## src/rtl/pk_seq.sv

```systemverilog
// pk_seq: two-requester command sequencer in front of the control panel.
// Grants A/B round-robin, turns each command into one-cycle panel strobes,
// holds P0-gated functions until p0, and spaces commands with a quiet gap.
module pk_seq #(
    parameter int GAP_CYCLES = 2,
    parameter int P0_TIMEOUT = 1000000
) (
    input  logic        clk_sys,
    input  logic        rst,
    input  logic        a_req,
    input  logic [1:0]  a_cmd,
    input  logic [15:0] a_data,
    output logic        a_ack,
    output logic        a_err,
    input  logic        b_req,
    input  logic [1:0]  b_cmd,
    input  logic [15:0] b_data,
    output logic        b_ack,
    output logic        b_err,
    input  logic        p0,
    output logic [15:0] keys,
    output logic        keys_trig,
    output logic [3:0]  rotary_in,
    output logic        rotary_trig,
    output logic [3:0]  fn,
    output logic        fn_v,
    output logic        fn_trig,
    output logic        busy
);
    typedef enum logic [2:0] {IDLE, KEYS, ROT, WAITP0, FN, GAP} state_t;

    localparam logic [31:0] GAP_LAST = 32'(GAP_CYCLES - 1);
    localparam logic [31:0] TO_LIMIT = 32'(P0_TIMEOUT);

    state_t      state;
    logic        rr_b;      // 1: next contended grant goes to B
    logic        gnt_b;     // requester owning the command in flight
    logic        loadw_q;   // KEYS phase is followed by a LOAD function
    logic [3:0]  fn_q;      // function code to strobe after WAITP0
    logic        fnv_q;
    logic [31:0] gap_cnt;
    logic [31:0] to_cnt;

    // Data words are numbered bit 0 = MSB, so operand bits 12..15 are the
    // low nibble and operand bit 0 is the top bit of the vector.
    logic        sel_b;
    logic [1:0]  g_cmd;
    logic [15:0] g_data;
    logic        g_gated;

    // Arbitration and operand selection for the IDLE grant
    always_comb begin
        sel_b   = (a_req && b_req) ? rr_b : b_req;
        g_cmd   = sel_b ? b_cmd  : a_cmd;
        g_data  = sel_b ? b_data : a_data;
        g_gated = (g_data[3:0] >= 4'd5) && (g_data[3:0] <= 4'd9);
    end

    // Sequencer: state, registered strobes/acks and held panel values
    always_ff @(posedge clk_sys or posedge rst) begin
        if (rst) begin
            state       <= IDLE;
            rr_b        <= 1'b0;
            gnt_b       <= 1'b0;
            loadw_q     <= 1'b0;
            fn_q        <= '0;
            fnv_q       <= 1'b0;
            gap_cnt     <= '0;
            to_cnt      <= '0;
            a_ack       <= 1'b0;
            a_err       <= 1'b0;
            b_ack       <= 1'b0;
            b_err       <= 1'b0;
            keys        <= '0;
            keys_trig   <= 1'b0;
            rotary_in   <= '0;
            rotary_trig <= 1'b0;
            fn          <= '0;
            fn_v        <= 1'b0;
            fn_trig     <= 1'b0;
            busy        <= 1'b0;
        end else begin
            keys_trig   <= 1'b0;
            rotary_trig <= 1'b0;
            fn_trig     <= 1'b0;
            a_ack       <= 1'b0;
            a_err       <= 1'b0;
            b_ack       <= 1'b0;
            b_err       <= 1'b0;
            case (state)
                IDLE: begin
                    if (a_req || b_req) begin
                        busy    <= 1'b1;
                        gnt_b   <= sel_b;
                        to_cnt  <= '0;
                        loadw_q <= (g_cmd == 2'd3);
                        fn_q    <= (g_cmd == 2'd3) ? 4'd8 : g_data[3:0];
                        fnv_q   <= (g_cmd == 2'd3) ? 1'b1 : g_data[15];
                        // pointer moves only when both were asking
                        if (a_req && b_req) rr_b <= ~rr_b;
                        case (g_cmd)
                            2'd0: begin
                                keys      <= g_data;
                                keys_trig <= 1'b1;
                                a_ack     <= ~sel_b;
                                b_ack     <= sel_b;
                                state     <= KEYS;
                            end
                            2'd1: begin
                                rotary_in   <= g_data[3:0];
                                rotary_trig <= 1'b1;
                                a_ack       <= ~sel_b;
                                b_ack       <= sel_b;
                                state       <= ROT;
                            end
                            2'd2: begin
                                if (g_gated) begin
                                    state <= WAITP0;
                                end else begin
                                    fn      <= g_data[3:0];
                                    fn_v    <= g_data[15];
                                    fn_trig <= 1'b1;
                                    a_ack   <= ~sel_b;
                                    b_ack   <= sel_b;
                                    state   <= FN;
                                end
                            end
                            default: begin
                                keys      <= g_data;
                                keys_trig <= 1'b1;
                                state     <= KEYS;
                            end
                        endcase
                    end
                end
                KEYS: begin
                    if (loadw_q) begin
                        to_cnt <= '0;
                        state  <= WAITP0;
                    end else begin
                        gap_cnt <= '0;
                        state   <= GAP;
                    end
                end
                ROT, FN: begin
                    gap_cnt <= '0;
                    state   <= GAP;
                end
                WAITP0: begin
                    if (p0) begin
                        fn      <= fn_q;
                        fn_v    <= fnv_q;
                        fn_trig <= 1'b1;
                        a_ack   <= ~gnt_b;
                        b_ack   <= gnt_b;
                        state   <= FN;
                    end else begin
                        to_cnt <= to_cnt + 32'd1;
                        // abandoned function: the ack/err cycle opens the gap
                        if (TO_LIMIT != 32'd0 && to_cnt + 32'd1 == TO_LIMIT) begin
                            a_ack   <= ~gnt_b;
                            a_err   <= ~gnt_b;
                            b_ack   <= gnt_b;
                            b_err   <= gnt_b;
                            gap_cnt <= '0;
                            state   <= GAP;
                        end
                    end
                end
                GAP: begin
                    if (gap_cnt == GAP_LAST) begin
                        busy  <= 1'b0;
                        state <= IDLE;
                    end else begin
                        gap_cnt <= gap_cnt + 32'd1;
                    end
                end
                default: begin
                    busy  <= 1'b0;
                    state <= IDLE;
                end
            endcase
        end
    end
endmodule

```

## config.mk

```make
export PLATFORM = sky130hd
export DESIGN_NAME = pk_seq
export DESIGN_NICKNAME = d
export VERILOG_FILES = /design/src/rtl/pk_seq.sv
export SDC_FILE = /design/constraint.sdc
export NUM_CORES = 1
export LEC_CHECK = 0
export CELL_PAD_IN_SITES_DETAIL_PLACEMENT = 0
export CELL_PAD_IN_SITES_GLOBAL_PLACEMENT = 2
export CORE_MARGIN = 2
export CORE_UTILIZATION = 34
export CTS_BUF_LIST = sky130_fd_sc_hd__clkbuf_8 sky130_fd_sc_hd__clkbuf_16
export CTS_CLUSTER_DIAMETER = 120
export DETAILED_ROUTE_END_ITERATION = 7
export PLACE_DENSITY = 0.89
export SLEW_MARGIN = 20
export SYNTH_ARGS = -nofsm -noshare
export SYNTH_HDL_FRONTEND = slang
export SYNTH_SLANG_ARGS = --single-unit
export TNS_END_PERCENT = 20
```

## constraint.sdc

```tcl
create_clock -name clk_sys -period 4.15 [get_ports clk_sys]
set_input_delay 0.83 -clock clk_sys [delete_from_list [all_inputs] [get_ports clk_sys]]
set_output_delay 0.83 -clock clk_sys [all_outputs]
set_load 0.05 [all_outputs]
```

==> impl_metrics.toml, run 1 <==
[floorplanning]
die-area_um2 = 21100
ioPinCount = 74
rows = 51
core-area_um2 = 19500
die_x_um = 145
die_y_um = 145
start_util_pct = 34.7

[logic_synthesis]
synth_cell_types = 70
ys_seq_area_share_pct = 39.9
syn_inst = 816
synth-seq-cells = 108
syn_avg_cell_area_um2 = 8.31
syn_nets = 863
synth_edf_count = 0
yosys_warnings = 0
ys.flop_type = "dfrtp_1"
syn_area_um2 = 6780
ys_async_sr_fraction_pct = 100

[clock_tree]
cts_buffers = 9
clk_latency_ns = 0.37
cts-root-buf = "clkbuf_16"
path_clk_slew_ns = 0.09
hold_buffers = 0
htreeDepth = 3
ctsResizeCount = 0
post_cts.repair.setup_buffers = 0
cts_tree = "built"
numClockSinks = 108
clk_path_buf_depth = 2

[sta]
slew_viol_final = 0
period_needed_ns = 3.61
tns_ns = 0
hold_viol = 0
finClkSkew_ns = 0.0144
finalSetupViolations = 0
fmax_ghz = 0.277
fin_crit_sh_pct = 87.1
rsz0062_at_grt = "no"
slew_headroom_pct = 51.8
tightest_slew_ns = 0.705

[critical_path]
max_stage_delay_ns = 0.72
required_ns = 4.37
rr_worst_depth = 9
critical_path_class = "reg2reg"
path_cells = "ha_1, nand2_1, or4_1, a2111oi_0, nand3_1, or4b_1, nor2_4, buf_4, a31oi_1"
worst-path-max-fanout = 29
critical_path_arrival_ns = 3.84
slowest_stage = "or4b_1"
cp-start-kind = "flop"
r2r-end = "gap_cnt[26]$_DFFE_PP0P_"
cp-end-kind = "flop"
r2r_slack_ns = 0.54
reg2reg_from = "to_cnt[0]$_DFFE_PP0P_"

[placement]
numPortBuffers = 73
hpwl_um = 13100
placed_cell_area_um2 = 7780
gp_congestion = 0.814

[finish]
layout_common_cells = "108 x dfrtp_1, 103 x nand2_1, 88 x o21ai_0, 73 x clkdlybuf4s50_1, 62 x nor2_1"
final_area_um2 = 8100
diodes = 0
final_common_cell = "dfrtp_1"
finalNetCount = 912
fillers = 2017
drive_gt1_share_pct = 8.16
area_growth_pct = 19.5

[drt]
dr.pass1.iters = 5
route.detailed.drc = 0
antenna_left = 0
wirelength_um = 18900
vias = 6280
drtIter0Drc = 374
vias_per_cell = 5.53
wl_per_cell_um = 16.6

[min_path]
min_from = "rr_b$_DFFE_PP0P_"
hold_path_end = "rr_b$_DFFE_PP0P_"
min_path_type = "reg2reg"
min_path_cells = 1

[status]
outcome = "finished clean"

[global_route]
grt_max_degree = 65
grt_antenna_before_repair = 0
grt_usage_pct = 18.0
grt-ovfl-total = 0
grt_pass1_vias = 5937
grt_pass1_wl_um = 31500

[job]
maxCapViolations = 0

[power_and_ir_drop]
power.density_nw_per_um2 = 529
p_leak_nw = 3.29
peakVddDrop_mv = 0.362
==> synth_stat cells (5+ instances only) <==
| cell type | count | area [um2] |
|---|---|---|
| a211oi_1 | 10 | 75.1 |
| a21o_1 | 5 | 37.5 |
| a21oi_1 | 39 | 195 |
| a31oi_1 | 11 | 68.8 |
| and2_1 | 12 | 75.1 |
| and3_1 | 22 | 138 |
| buf_2 | 11 | 55.1 |
| clkbuf_1 | 40 | 150 |
| dfrtp_1 | 108 | 2700 |
| ha_1 | 6 | 75.1 |
| inv_1 | 17 | 63.8 |
| mux2i_1 | 17 | 170 |
| nand2_1 | 103 | 387 |
| nand2b_1 | 7 | 43.8 |
| nand3_1 | 28 | 140 |
| nand4_1 | 32 | 200 |
| nor2_1 | 62 | 233 |
| nor3_1 | 29 | 145 |
| nor4_1 | 18 | 113 |
| o211ai_1 | 5 | 37.5 |
| o21ai_0 | 88 | 440 |
| o22ai_1 | 9 | 56.3 |
| o31ai_1 | 21 | 158 |
| o41ai_1 | 5 | 43.8 |
| or2_2 | 8 | 50.1 |
| or4_1 | 7 | 52.6 |
| xnor2_1 | 11 | 96.3 |
==> cells by family after synthesis <==
| group | count (synthesis) | share of synthesized area [%] |
|---|---|---|
| simple gates | 352 | 26.7 |
| compound gates | 244 | 23.0 |
| xor+xnor | 13 | 1.68 |
| buf+inv | 74 | 4.74 |
| flops | 108 | 39.9 |
| mux | 19 | 2.84 |
| fa+ha+maj | 6 | 1.11 |
==> sequential cells by signal, summed over array words and instances, names as in the netlist, 3 cells and up <==
name and cells:
to_cnt 32, rotary_in 4, fn_q 4, keys 16, gap_cnt 32, fn 4
state 3
==> metrics by stage <==
step	instances	util (%)	power (mW)	worst slack [ns]	hold WS, ns
after floorplan	816	-	2.74	0.474	0.437
after global placement	1119	39.9	3.41	0.652	0.455
after detailed placement	1119	39.9	3.40	0.581	0.459
after CTS	1135	41.5	4.34	0.565	0.474
after global routing	1135	41.5	4.58	0.318	0.494
final	1135	41.5	4.29	0.535	0.468
==> worst max path at each step <==
stage,endpoint,start,cells past startpoint
2_1_floorplan,a_ack$_DFF_PP0_,rst,1
3_3_place_gp,gap_cnt[3]$_DFFE_PP0P_,to_cnt[0]$_DFFE_PP0P_,9
3_5_place_dp,fn[0]$_DFFE_PP0P_,a_req,10
4_1_cts,gap_cnt[12]$_DFFE_PP0P_,to_cnt[0]$_DFFE_PP0P_,9
5_1_grt,gap_cnt[26]$_DFFE_PP0P_,to_cnt[0]$_DFFE_PP0P_,9
6_report,gap_cnt[26]$_DFFE_PP0P_,to_cnt[0]$_DFFE_PP0P_,9
==> routing by layer <==
| metal | wire length (um) | part of all wire (%) | vias up | global-route usage (%) |
|---|---|---|---|---|
| li1 | - | - | 3138 | - |
| met1 | 9120 | 48 | 2992 | 25.2 |
| met2 | 8640 | 46 | 127 | 28.5 |
| met3 | 772 | 4.1 | 23 | 2.89 |
| met4 | 338 | 1.8 | 0 | 5.83 |
| met5 | 0 | 0 | - | 0 |
==> final cells by class <==
class | instances | area, um2 | area share (%)
Multi-Input combinational cell | 634 | 3780 | 46.7
Sequential cell | 108 | 2700 | 33.4
Timing Repair Buffer | 95 | 908 | 11.2
Tap cell | 265 | 332 | 4.09
Clock buffer | 9 | 225 | 2.78
Clock inverter | 7 | 86.3 | 1.07
Inverter | 17 | 66.3 | 0.819
==> where the power goes <==
part	internal [mW]	leakage (nW)	switching [mW]	total [mW]
sequential	1.24	1.44	0.159	1.40
combinational	0.653	1.69	1.32	1.97
clock	0.437	0.151	0.478	0.915
==> worst max-delay path: cells and delay by family, from the launching register on <==
family                     cells  cell delay [ns]
AOI/OAI and AO/OA              2             0.79
buffers and inverters          1             0.35
adders and majority gates      1             0.33
and+or+nand+nor                5             1.53
DFF                            1             0.45
No activity file was read; power rests on OpenSTA's default activity.
==> run 2: changes to the inputs <==
CORE_MARGIN = default   (was 2)
==> run 2 against run 1 <==
Against the previous run:
- critical path type unchanged
- sequential share of layout area is the same
- final cell count about the same
- critical endpoint is now gap_cnt[3]$_DFFE_PP0P_
- sequential cell count stayed put
- utilization unchanged
==> impl_metrics.toml, run 2 (same netlist as run 1, synthesis figures left out) <==
[status]
outcome = "finished clean"

[clock_tree]
cts_tree = "built"
numClockSinks = 108
post_cts.repair.setup_buffers = 0
cts-root-buf = "clkbuf_16"
ctsResizeCount = 0
hold_buffers = 0
clk_latency_ns = 0.37
htreeDepth = 3
clk_path_buf_depth = 2
cts_buffers = 9
path_clk_slew_ns = 0.09

[placement]
gp_congestion = 0.817
numPortBuffers = 73
hpwl_um = 13100
dp_worst_setup_slack_ns = 0.620

[critical_path]
required_ns = 4.38
worst-path-max-fanout = 29
path_buf_inv = 1
cp-start-kind = "flop"
path_cells = "ha_1, nand2_1, or4_1, a2111oi_0, nand3_1, or4b_1, nor2_4, buf_4, o21ai_0"
path_delay_family = "simple AND/OR/NAND/NOR gates"
critical_path_class = "reg2reg"
critical_path_arrival_ns = 3.79
slowest_stage = "or4b_1"
max_stage_delay_ns = 0.71
cp-end-kind = "flop"

[floorplanning]
die_y_um = 143
die-area_um2 = 20500
die_x_um = 143
ioPinCount = 74
core-area_um2 = 19500
rows = 51
start_util_pct = 34.7

[drt]
vias = 6357
drtIter0Drc = 429
wirelength_um = 19200
route.detailed.drc = 0
antenna_left = 0
dr.pass1.iters = 6
vias_per_cell = 5.60
wl_per_cell_um = 16.9

[global_route]
grt_pass1_vias = 5897
grt_antenna_before_repair = 0
grt_max_degree = 51
grt_pass1_wl_um = 32100
grt-ovfl-total = 0
grt_usage_pct = 19.8

[sta]
tightest_slew_ns = 0.760
period_needed_ns = 3.56
finalSetupViolations = 0
fin_crit_sh_pct = 85.7
hold_viol = 0
finClkSkew_ns = 0.0103
slew_headroom_pct = 49.3
fmax_ghz = 0.281
rsz0062_at_grt = "no"
tns_ns = 0
setup_slack_ns = 0.593
slew_viol_final = 0

[finish]
area_growth_pct = 19.5
finalNetCount = 913
drive_gt1_share_pct = 8.04
diodes = 0
fillers = 2011
top_regs = "gap_cnt: 32 flops, to_cnt: 32 flops, keys: 16 flops"
final_common_cell = "dfrtp_1"
layout_common_cells = "108 x dfrtp_1, 103 x nand2_1, 88 x o21ai_0, 73 x clkdlybuf4s50_1, 62 x nor2_1"

[power_and_ir_drop]
power.density_nw_per_um2 = 535
peakVddDrop_mv = 0.415
p_leak_nw = 3.30

[job]
maxCapViolations = 0

[min_path]
min_path_type = "reg2reg"
## run 2: layout make-up
type,count,area (um2),area share (%)
sequential,108,2700,33.4
clock buffer,9,225,2.78
timing repair buffer,96,916,11.3
clock inverter,7,85.1,1.05
multi-input combinational,634,3770,46.6
inverter,17,66.3,0.819
tap,265,332,4.09
## run 2: path summary, 6_finish.rpt
kind / start / to / slack [ns] / depth (start not counted)
worst min register to register: rr_b$_DFFE_PP0P_ / rr_b$_DFFE_PP0P_ / 0.47 / 1
worst max register to register: to_cnt[0]$_DFFE_PP0P_ / gap_cnt[3]$_DFFE_PP0P_ / 0.59 / 9
worst min-delay path: rr_b$_DFFE_PP0P_ / rr_b$_DFFE_PP0P_ / 0.47 / 1
min in group asynchronous: rst / keys[11]$_DFFE_PP0P_ / 0.90 / 2
worst max-delay path: to_cnt[0]$_DFFE_PP0P_ / gap_cnt[3]$_DFFE_PP0P_ / 0.59 / 9
max in group asynchronous: rst / to_cnt[5]$_DFFE_PP0P_ / 2.54 / 3
## run 2: routing by layer
layer	track usage, %	routed length, um	up-vias
li1	-	-	3138
met1	27.6	9180	3038
met2	31.5	8810	169
met3	4.39	1060	12
met4	3.62	132	0
met5	0	0	-
## run 2: worst register-to-register path: stages (launching register included)
cell and delay [ns]:
dfrtp_1 0.44, ha_1 0.34, nand2_1 0.07, or4_1 0.46
a2111oi_0 0.62, nand3_1 0.15, or4b_1 0.71, nor2_4 0.13
buf_4 0.34, o21ai_0 0.17
## run 2: power by group
| group | internal [mW] | switching, mW | leakage, nW |
|---|---|---|---|
| registers | 1.24 | 0.158 | 1.44 |
| clock network | 0.480 | 0.453 | 0.155 |
| logic | 0.655 | 1.35 | 1.70 |
## run 2: per-stage QoR
stage	util, %	total power [mW]	instances	instance area (um2)	hold slack (ns)
2_1_floorplan	-	2.74	816	6780	0.437
3_3_place_gp	39.9	3.42	1120	7790	0.453
3_5_place_dp	39.9	3.42	1120	7790	0.456
4_1_cts	41.5	4.37	1136	8100	0.470
5_1_grt	41.5	4.60	1136	8100	0.505
6_report	41.5	4.33	1136	8100	0.470
